===== src/rtl/dp_issue_ctrl_pkg.sv =====
// Shared constants for the data-processing issue controller: op-unit
// indices, APSR bit positions within a {c,z,n} flag triple, counter width.
package dp_issue_ctrl_pkg;

    // Op-unit indices on the en_inst / res_bus / flag_bus buses
    localparam int unsigned OP_AND = 0;
    localparam int unsigned OP_OR  = 1;
    localparam int unsigned OP_EOR = 2;
    localparam int unsigned OP_BIC = 3;
    localparam int unsigned OP_MVN = 4;
    localparam int unsigned OP_ORN = 5;
    localparam int unsigned OP_TST = 6;
    localparam int unsigned OP_TEQ = 7;

    // Bit positions of C/Z/N inside a 3-bit {c,z,n} flag field
    localparam int unsigned APSR_C_BIT = 2;
    localparam int unsigned APSR_Z_BIT = 1;
    localparam int unsigned APSR_N_BIT = 0;

    // Width of the unit-latency down-counter (OP_LAT <= 15)
    localparam int unsigned CNT_W = 4;

    typedef logic [2:0] flags_t;

endpackage


===== src/rtl/dp_result_mux.sv =====
// Selects the 32-bit result and {c,z,n} flags of one op unit from the
// concatenated unit output buses.
module dp_result_mux
    import dp_issue_ctrl_pkg::*;
#(
    parameter int unsigned NUM_OPS = 8,
    parameter int unsigned OP_W    = 3
) (
    input  logic [OP_W-1:0]       i_sel,
    input  logic [32*NUM_OPS-1:0] i_res_bus,
    input  logic [3*NUM_OPS-1:0]  i_flag_bus,
    output logic [31:0]           o_res,
    output flags_t                o_flags
);

    // Pick slice [i_sel]; an out-of-range select yields zero
    always_comb begin
        o_res   = '0;
        o_flags = '0;
        for (int unsigned i = 0; i < NUM_OPS; i++) begin
            if (i_sel == OP_W'(i)) begin
                o_res   = i_res_bus[32*i +: 32];
                o_flags = i_flag_bus[3*i +: 3];
            end
        end
    end

endmodule


===== src/rtl/dp_issue_ctrl.sv =====
// Single-issue sequencer for the data-processing op units: accepts a decoded
// instruction, pulses the selected unit, waits its latency, captures the
// result and flags, and retires them through a valid/ready writeback port
// while owning the APSR C/Z/N bits fed back to every unit.
module dp_issue_ctrl
    import dp_issue_ctrl_pkg::*;
#(
    parameter int unsigned NUM_OPS = 8,
    parameter int unsigned OP_W    = 3,
    parameter int unsigned OP_LAT  = 1
) (
    input  logic                  clk,
    input  logic                  rst,
    input  logic                  dec_valid,
    output logic                  dec_ready,
    input  logic [OP_W-1:0]       dec_op,
    input  logic                  dec_s,
    input  logic [3:0]            dec_rd,
    output logic [NUM_OPS-1:0]    en_inst,
    input  logic [32*NUM_OPS-1:0] res_bus,
    input  logic [3*NUM_OPS-1:0]  flag_bus,
    output logic                  apsr_c,
    output logic                  apsr_z,
    output logic                  apsr_n,
    output logic                  wb_valid,
    input  logic                  wb_ready,
    output logic [3:0]            wb_rd,
    output logic [31:0]           wb_data,
    output logic                  busy,
    output logic                  op_err
);

    typedef enum logic [1:0] {
        S_IDLE,
        S_ISSUE,
        S_WAIT,
        S_WB
    } state_t;

    state_t             r_state;
    state_t             w_state_nxt;
    logic [OP_W-1:0]    r_op;
    logic               r_s;
    logic [3:0]         r_rd;
    logic [CNT_W-1:0]   r_cnt;
    flags_t             r_flags;
    flags_t             r_apsr;
    logic [NUM_OPS-1:0] r_en_inst;
    logic               r_op_err;
    logic               r_wb_valid;
    logic [3:0]         r_wb_rd;
    logic [31:0]        r_wb_data;
    logic               r_busy;
    logic               r_dec_ready;
    logic [NUM_OPS-1:0] w_en_nxt;
    logic               w_err_nxt;
    logic               w_op_legal;
    logic [31:0]        w_mux_res;
    flags_t             w_mux_flags;

    assign w_op_legal = (32'(dec_op) < NUM_OPS);

    dp_result_mux #(
        .NUM_OPS (NUM_OPS),
        .OP_W    (OP_W)
    ) u_result_mux (
        .i_sel      (r_op),
        .i_res_bus  (res_bus),
        .i_flag_bus (flag_bus),
        .o_res      (w_mux_res),
        .o_flags    (w_mux_flags)
    );

    // State register
    always_ff @(posedge clk) begin
        if (rst) begin
            r_state <= S_IDLE;
        end else begin
            r_state <= w_state_nxt;
        end
    end

    // Next state plus next values of the pulse outputs (en_inst, op_err)
    always_comb begin
        w_state_nxt = r_state;
        w_en_nxt    = '0;
        w_err_nxt   = 1'b0;
        case (r_state)
            S_IDLE: begin
                if (dec_valid) begin
                    if (w_op_legal) begin
                        w_state_nxt = S_ISSUE;
                        for (int unsigned i = 0; i < NUM_OPS; i++) begin
                            w_en_nxt[i] = (dec_op == OP_W'(i));
                        end
                    end else begin
                        w_err_nxt = 1'b1;
                    end
                end
            end
            S_ISSUE: w_state_nxt = S_WAIT;
            S_WAIT:  if (r_cnt == '0) w_state_nxt = S_WB;
            S_WB:    if (wb_ready) w_state_nxt = S_IDLE;
            default: w_state_nxt = S_IDLE;
        endcase
    end

    // Registered outputs, latched instruction fields, latency counter, APSR.
    // Status outputs are registered from the next state so that each one is
    // valid in the same cycle as the state it describes.
    always_ff @(posedge clk) begin
        if (rst) begin
            r_en_inst   <= '0;
            r_op_err    <= 1'b0;
            r_wb_valid  <= 1'b0;
            r_wb_rd     <= '0;
            r_wb_data   <= '0;
            r_busy      <= 1'b0;
            r_dec_ready <= 1'b1;
            r_apsr      <= '0;
            r_flags     <= '0;
            r_op        <= '0;
            r_s         <= 1'b0;
            r_rd        <= '0;
            r_cnt       <= '0;
        end else begin
            r_en_inst   <= w_en_nxt;
            r_op_err    <= w_err_nxt;
            r_wb_valid  <= (w_state_nxt == S_WB);
            r_busy      <= (w_state_nxt != S_IDLE);
            r_dec_ready <= (w_state_nxt == S_IDLE);
            case (r_state)
                S_IDLE: begin
                    if (dec_valid) begin
                        r_op <= dec_op;
                        r_s  <= dec_s;
                        r_rd <= dec_rd;
                    end
                end
                S_ISSUE: r_cnt <= CNT_W'(OP_LAT - 1);
                S_WAIT: begin
                    if (r_cnt == '0) begin
                        r_wb_data <= w_mux_res;
                        r_wb_rd   <= r_rd;
                        r_flags   <= w_mux_flags;
                    end else begin
                        r_cnt <= r_cnt - 1'b1;
                    end
                end
                S_WB: begin
                    if (wb_ready && r_s) begin
                        r_apsr <= r_flags;
                    end
                end
                default: ;
            endcase
        end
    end

    assign dec_ready = r_dec_ready;
    assign en_inst   = r_en_inst;
    assign apsr_c    = r_apsr[APSR_C_BIT];
    assign apsr_z    = r_apsr[APSR_Z_BIT];
    assign apsr_n    = r_apsr[APSR_N_BIT];
    assign wb_valid  = r_wb_valid;
    assign wb_rd     = r_wb_rd;
    assign wb_data   = r_wb_data;
    assign busy      = r_busy;
    assign op_err    = r_op_err;

endmodule


===== config.mk =====
export PLATFORM = sky130hd
export DESIGN_NAME = dp_issue_ctrl
export DESIGN_NICKNAME = d
export VERILOG_FILES = /design/src/rtl/dp_issue_ctrl_pkg.sv /design/src/rtl/dp_result_mux.sv /design/src/rtl/dp_issue_ctrl.sv
export SDC_FILE = /design/constraint.sdc
export NUM_CORES = 1
export LEC_CHECK = 0
export BUFFER_PORTS_ARGS = -buffer_cell sky130_fd_sc_hd__clkbuf_2
export CAP_MARGIN = 20
export CORE_AREA = 4 4 132 134
export DETAILED_ROUTE_END_ITERATION = 7
export DIE_AREA = 0 0 136 138
export HOLD_SLACK_MARGIN = 0.05
export SYNTH_ARGS = -nofsm -noshare
export SYNTH_HDL_FRONTEND = slang
export SYNTH_SLANG_ARGS = --single-unit

===== constraint.sdc =====
create_clock -name clk -period 1.85 [get_ports clk]
set_input_delay 0.37 -clock clk [delete_from_list [all_inputs] [get_ports clk]]
set_output_delay 0.37 -clock clk [all_outputs]
set_load 0.02 [all_outputs]

==> results of run 1 <==
[cells in the mapped netlist, drive strengths merged, types with 2 or more instances]
cell / number
nand2: 41
nor4: 2
ha: 2
nand3: 3
inv: 4
nor2b: 2
a22o: 29
nor3b: 3
or3b: 2
a211oi: 30
mux2i: 51
a311oi: 6
nand3b: 30
o211ai: 2
o21ai: 72
a21oi: 51
dfxtp: 67
nor3: 2
nand2b: 9
nor2: 28
clkbuf: 33
and3: 3
o2bb2ai: 41
buf: 33
o31ai: 29
and2: 6
[cell type report]
type,count,area share
Timing Repair Buffer,377,0.297
Inverter,4,0.00209
Tap cell,220,0.0383
Clock buffer,12,0.0329
Clock inverter,4,0.00715
Sequential cell,67,0.188
Multi-Input combinational cell,456,0.435
[through the flow]
stage	hold slack [ns]	instance area [um^2]
3_3_place_gp	0.446	6850
4_1_cts	0.267	7130
2_1_floorplan	0.431	4740
6_report	0.280	7180
5_1_grt	0.298	7180
3_5_place_dp	0.447	6850
[what timing repair did]
action / in CTS / in global routing
endpoints found under the setup margin: 0 / 35
resized for setup: 0 / 6
setup buffers: 0 / 1
[cells by family after synthesis]
| family | Yosys count | synth area share |
|---|---|---|
| adders and majority gates | 2 | 0.00528 |
| buffers and inverters | 70 | 0.0670 |
| other | 1 | 0.000791 |
| AOI/OAI and AO/OA | 264 | 0.376 |
| and+or+nand+nor | 137 | 0.157 |
| muxes | 52 | 0.111 |
| DFF | 67 | 0.283 |
[path summary, 6_finish.rpt]
check / from / end / slack, ns
setup reg to reg: r_cnt[1] / wb_valid / 0.14
hold reg to reg: r_rd[3] / wb_rd[3] / 0.46
hold / removal: dec_rd[2] / r_rd[2] / 0.28
setup / recovery: r_cnt[1] / wb_valid / 0.14
[per-layer routing]
layer	global-route usage	vias to the layer above
met3	0.0389	31
met4	0.0737	2
met1	0.267	2661
met5	0	-
met2	0.355	232
li1	-	2894
[state kept, by name, indices dropped and copies added (netlist names)]
signal,cells
r_op,3
r_apsr,3
dec_ready,1
en_inst,8
r_cnt,4
busy,1
r_state,2
r_flags,3
r_rd,4
r_s,1
wb_data,32
wb_rd,4
wb_valid,1
[worst min-delay path, cell delays in order]
cell      delay, ns
clkbuf_2       0.08
mux2i_1        0.06
nor2_1         0.07
[power by group through the flow]
| stage | registers (mW) | logic (mW) | clock network [mW] |
|---|---|---|---|
| final | 1.60 | 1.38 | 1.71 |
| after global routing | 1.61 | 1.50 | 1.79 |
| after CTS | 1.60 | 1.37 | 1.74 |
| after detailed placement | 1.63 | 1.37 | 0 |
| after global placement | 1.62 | 1.36 | 0 |
| after floorplan | 1.68 | 0.660 | 0 |
==> results.toml, run 1 <==
[global_route]
gr-total-overflow = 0
grt_pass1_wl_mm = 31.0
grt_use_total = 0.210
grt_max_degree = 47
first_global_vias = 5707
antenna_found_initial = 1

[clock_network]
cts_sinks = 67
cts_tree = "done"
worstSkewPairLatency_ns = 0.33
cts_buffers = 9
cts_buffer_depth = 2
ctsHoldBuffers = 0
htree_levels = 3
clkTransAtPathRegs_ns = 0.06
cts_root_buf = "clkbuf_16"

[routing]
met1Wirelength_mm = 8.82
num_vias = 5820
routed_wirelength_mm = 20.9
drc = 0
dr_wl_met2_mm = 10.2
wl_per_cell_um = 18.3
dr.pass1.iters = 4
ant_nets = 0
avgViaCountPerCell = 5.11
drt_iter0_markers = 357
routed.top_layer = "met5"
wl_met3_mm = 1.39

[job]
drv_cap = 0

[placed_design]
dp_cells = 1122
place_congestion = 0.871
place_ws_ns = 0.0706
port_buffers = 341
dp.final_hpwl_mm = 16.5

[synthesis]
ys_types = 46
synth_area_um2 = 4740
yosys_warnings = 0
synth_seq_cells = 67
syn_inst = 593
ys_seq_area_frac = 0.283
synthArstFlopShare = 0
synth_fp_nets = 887
yosys.area.top_type = "dfxtp_1"
synth_top_flop_cell = "dfxtp_1"
avgSynthCellArea_um2 = 8.00
synth-edff-count = 0
synth_area_leaders = "dfxtp_1 28%, mux2i_1 11%, o2bb2ai_1 7.6%"
synth_top_cell_area_share = 0.283

[floorplan]
fp.dieW_um = 136
start_util = 0.291
rows = 47
core_area_um2 = 16300
die_h_um = 138
die_area_um2 = 18800
io_pins = 343

[power_and_ir_drop]
swShare = 0.310
powerDensity_nw_per_um2 = 652
power_frac_seq = 0.341
total_power_mw = 4.68
peakVddDrop_mv = 0.430
p_int_mw = 3.23
p_switching_mw = 1.45
power_frac_comb = 0.294
p_clk_frac = 0.364
p_leak_nw = 3.16

[sta]
maxSlewViolCount = 0
fin_ws_ns = 0.138
fmax_mhz = 584
setup_viol = 0
skew_ns = 0.00814
finalHoldViolCount = 0
finalCritPeriodShare = 0.926
min_period_ns = 1.71
setup_tns_ns = 0

[layout]
fillCellCount = 1676
nets = 1209
seqCellArea_um2 = 1350
area_growth_pct = 51.4
multiInputGateArea_um2 = 3120
fin_cells = 1140
mostFrequentLayoutCells = "340 x clkbuf_2, 63 x dfxtp_1, 54 x o21ai_0, 51 x a21oi_1, 51 x mux2i_1"
final_core_util = 0.441
num_antenna_cells = 0
drive_above_1_share = 0.445
layout_commonest_cell = "clkbuf_2"

[worst_setup_path]
worstPathRequired_ns = 2.13
critPathKind = "reg -> reg"
cp-start-kind = "flip-flop"
critPathTopFamily = "simple AND/OR/NAND/NOR gates"
rr_worst_depth = 6
crit_cells = 6
cp_max_fo = 4
slowest_delay_ns = 0.40
cpMaxStageDelayCell = "or3b_4"
path_cells = "inv_2 > ha_1 > or3b_4 > mux2_4 > a211oi_4 > and2b_1"
worstPathBufferInverterCount = 1
cp.arrival_ns = 1.99
crit_path_end_kind = "flip-flop"

[min_path]
min_path_type = "in -> reg"
worstHoldPathCells = 3

[run_status]
status = "finished, final reports clean"
Power figures use the tool's default switching activity.
==> inputs of run 2 (changes only) <==
Settings changed: CTS_CLUSTER_DIAMETER set to 80, SETUP_SLACK_MARGIN set to 0.15.
Clock period 1.85 ns to 2.06 ns, I/O delays scaled along.
==> run 2 against run 1 <==
Clock-buffer cell count decreased by 1. Sequential share of layout area about the same. Non-clock buffer count decreased by 3. Global-route usage is 0.17 points lower. Clock power about the same. Utilization shrank 0.15 points. Maximum frequency down 1.6%. Die area unchanged. Final cell count down 0.26%. Critical path depth is 1 higher. Critical path type unchanged.
==> results.toml, run 2 (same netlist as run 1, synthesis figures left out) <==
[run_status]
status = "finished, final reports clean"

[layout]
num_antenna_cells = 0
drive_above_1_share = 0.445
finish.instance_area_um2 = 7150
mostFrequentLayoutCells = "340 x clkbuf_2, 65 x dfxtp_1, 54 x o21ai_0, 51 x mux2i_1, 50 x a21oi_1"
nets = 1206
layout_commonest_cell = "clkbuf_2"
area_growth_pct = 50.9
fin_cells = 1137
largest_reg_flops = 32

[floorplan]
io_pins = 343
die_area_um2 = 18800
fp.dieW_um = 136
die_h_um = 138
start_util = 0.291
core_area_um2 = 16300
rows = 47

[routing]
dr.pass1.iters = 4
avgViaCountPerCell = 5.04
wl_per_cell_um = 17.9
num_vias = 5733
routed_wirelength_mm = 20.3
drc = 0
drt_iter0_markers = 286
ant_nets = 0

[clock_network]
cts_sinks = 67
worstSkewPairLatency_ns = 0.34
cts_buffer_depth = 2
ctsHoldBuffers = 0
clkTransAtPathRegs_ns = 0.06
cts_resized = 0
cts_buffers = 9
cts_tree = "done"
cts_setup_buffers = 0
htree_levels = 3
cts_root_buf = "clkbuf_16"

[sta]
maxSlewViolCount = 0
fmax_mhz = 575
rsz0062_at_grt = "true"
finalCritPeriodShare = 0.844
setup_tns_ns = 0
min_period_ns = 1.74
setup_viol = 0
slew-limit-headroom = 0.665
skew_ns = 0.00503
finalHoldViolCount = 0
tightest_slew_ns = 0.502

[worst_setup_path]
critPathKind = "reg -> reg"
ff2ff_setup_slack_ns = 0.32
worstPathRequired_ns = 2.26
rr_worst_depth = 7
slowest_delay_ns = 0.34
path_cells = "inv_2 > ha_1 > nor3b_4 > nand3_2 > buf_4 > a21oi_2 > a311oi_1"
rr_endpoint = "wb_data[10]"
cpMaxStageDelayCell = "dfxtp_1"
r2r-start = "r_cnt[0]"
cp_max_fo = 39
cp-start-kind = "flip-flop"
crit_path_end_kind = "flip-flop"
cp.arrival_ns = 1.94

[global_route]
first_global_vias = 5654
grt_max_degree = 49
antenna_found_initial = 0
grt_use_total = 0.209
grt_pass1_wl_mm = 30.6
gr-total-overflow = 0

[min_path]
worstHoldStart = "dec_rd[3]"
min_path_type = "in -> reg"
worstHoldPathCells = 3
whs_endpoint = "r_rd[3]"

[placed_design]
place_congestion = 0.862
dp_cells = 1121
dp.final_hpwl_mm = 16.3
port_buffers = 341
dpl_cell_area_um2 = 6790

[job]
drv_cap = 0

[power_and_ir_drop]
peakVddDrop_mv = 0.441
powerDensity_nw_per_um2 = 610
p_leak_nw = 3.14
==> run 2: cell types whose count changed in the layout (fill, tap and decap cells not counted), sizes merged <==
cell,delta
buf,-2
bufinv,+1
clkbuf,-2
clkinv,-2
clkinvlp,+1
inv,+1
==> run 2: per-stage QoR <==
step | hold WS [ns] | setup slack [ns] | util | power, mW
after floorplan | 0.431 | 0.413 | - | 2.10
after global placement | 0.445 | 0.256 | 0.417 | 2.66
after detailed placement | 0.453 | 0.211 | 0.417 | 2.67
after CTS | 0.307 | 0.197 | 0.437 | 4.42
after global routing | 0.328 | 0.144 | 0.439 | 4.58
final | 0.323 | 0.321 | 0.439 | 4.37
==> run 2: worst max path at each step <==
stage,startpoint,to,slack (ns),depth (start not counted)
finish,r_cnt[0],wb_data[10],0.32,7
global route,r_cnt[0],wb_data[2],0.14,7
CTS,r_cnt[0],wb_data[10],0.20,7
detailed placement,r_cnt[0],wb_data[10],0.21,7
global placement,r_cnt[0],wb_data[10],0.26,7
floorplan,r_cnt[0],wb_valid,0.41,6
==> run 2: where the power goes <==
part	switching (mW)	internal [mW]	total (mW)	leakage (nW)
registers	0.0595	1.38	1.44	0.546
clock network	0.596	1.13	1.73	0.158
logic	0.638	0.568	1.21	2.44
total	1.29	3.07	4.37	3.14
==> run 2: routing by layer <==
layer,track usage,up-vias,share of wire
met2,0.354,200,0.50
met5,0,-,0
met1,0.271,2623,0.43
met4,0.0488,0,0.012
met3,0.0436,18,0.061
li1,-,2892,-
==> run 2: worst max-delay path: cells and delay by family, from the launching register on <==
family	cells	cell delay (ns)
DFF	1	0.34
and+or+nand+nor	2	0.38
adders and majority gates	1	0.16
buffers and inverters	2	0.36
AOI/OAI and AO/OA	2	0.32
==> run 2: area by class of cell <==
class,instances,area [um^2]
fillers,1718,9140
multi-input cells,456,3120
repair buffers,374,2060
flip-flops and latches,67,1350
well taps,220,275
clock buffers,11,253
clock inverters,5,83.8
inverters,4,15.0
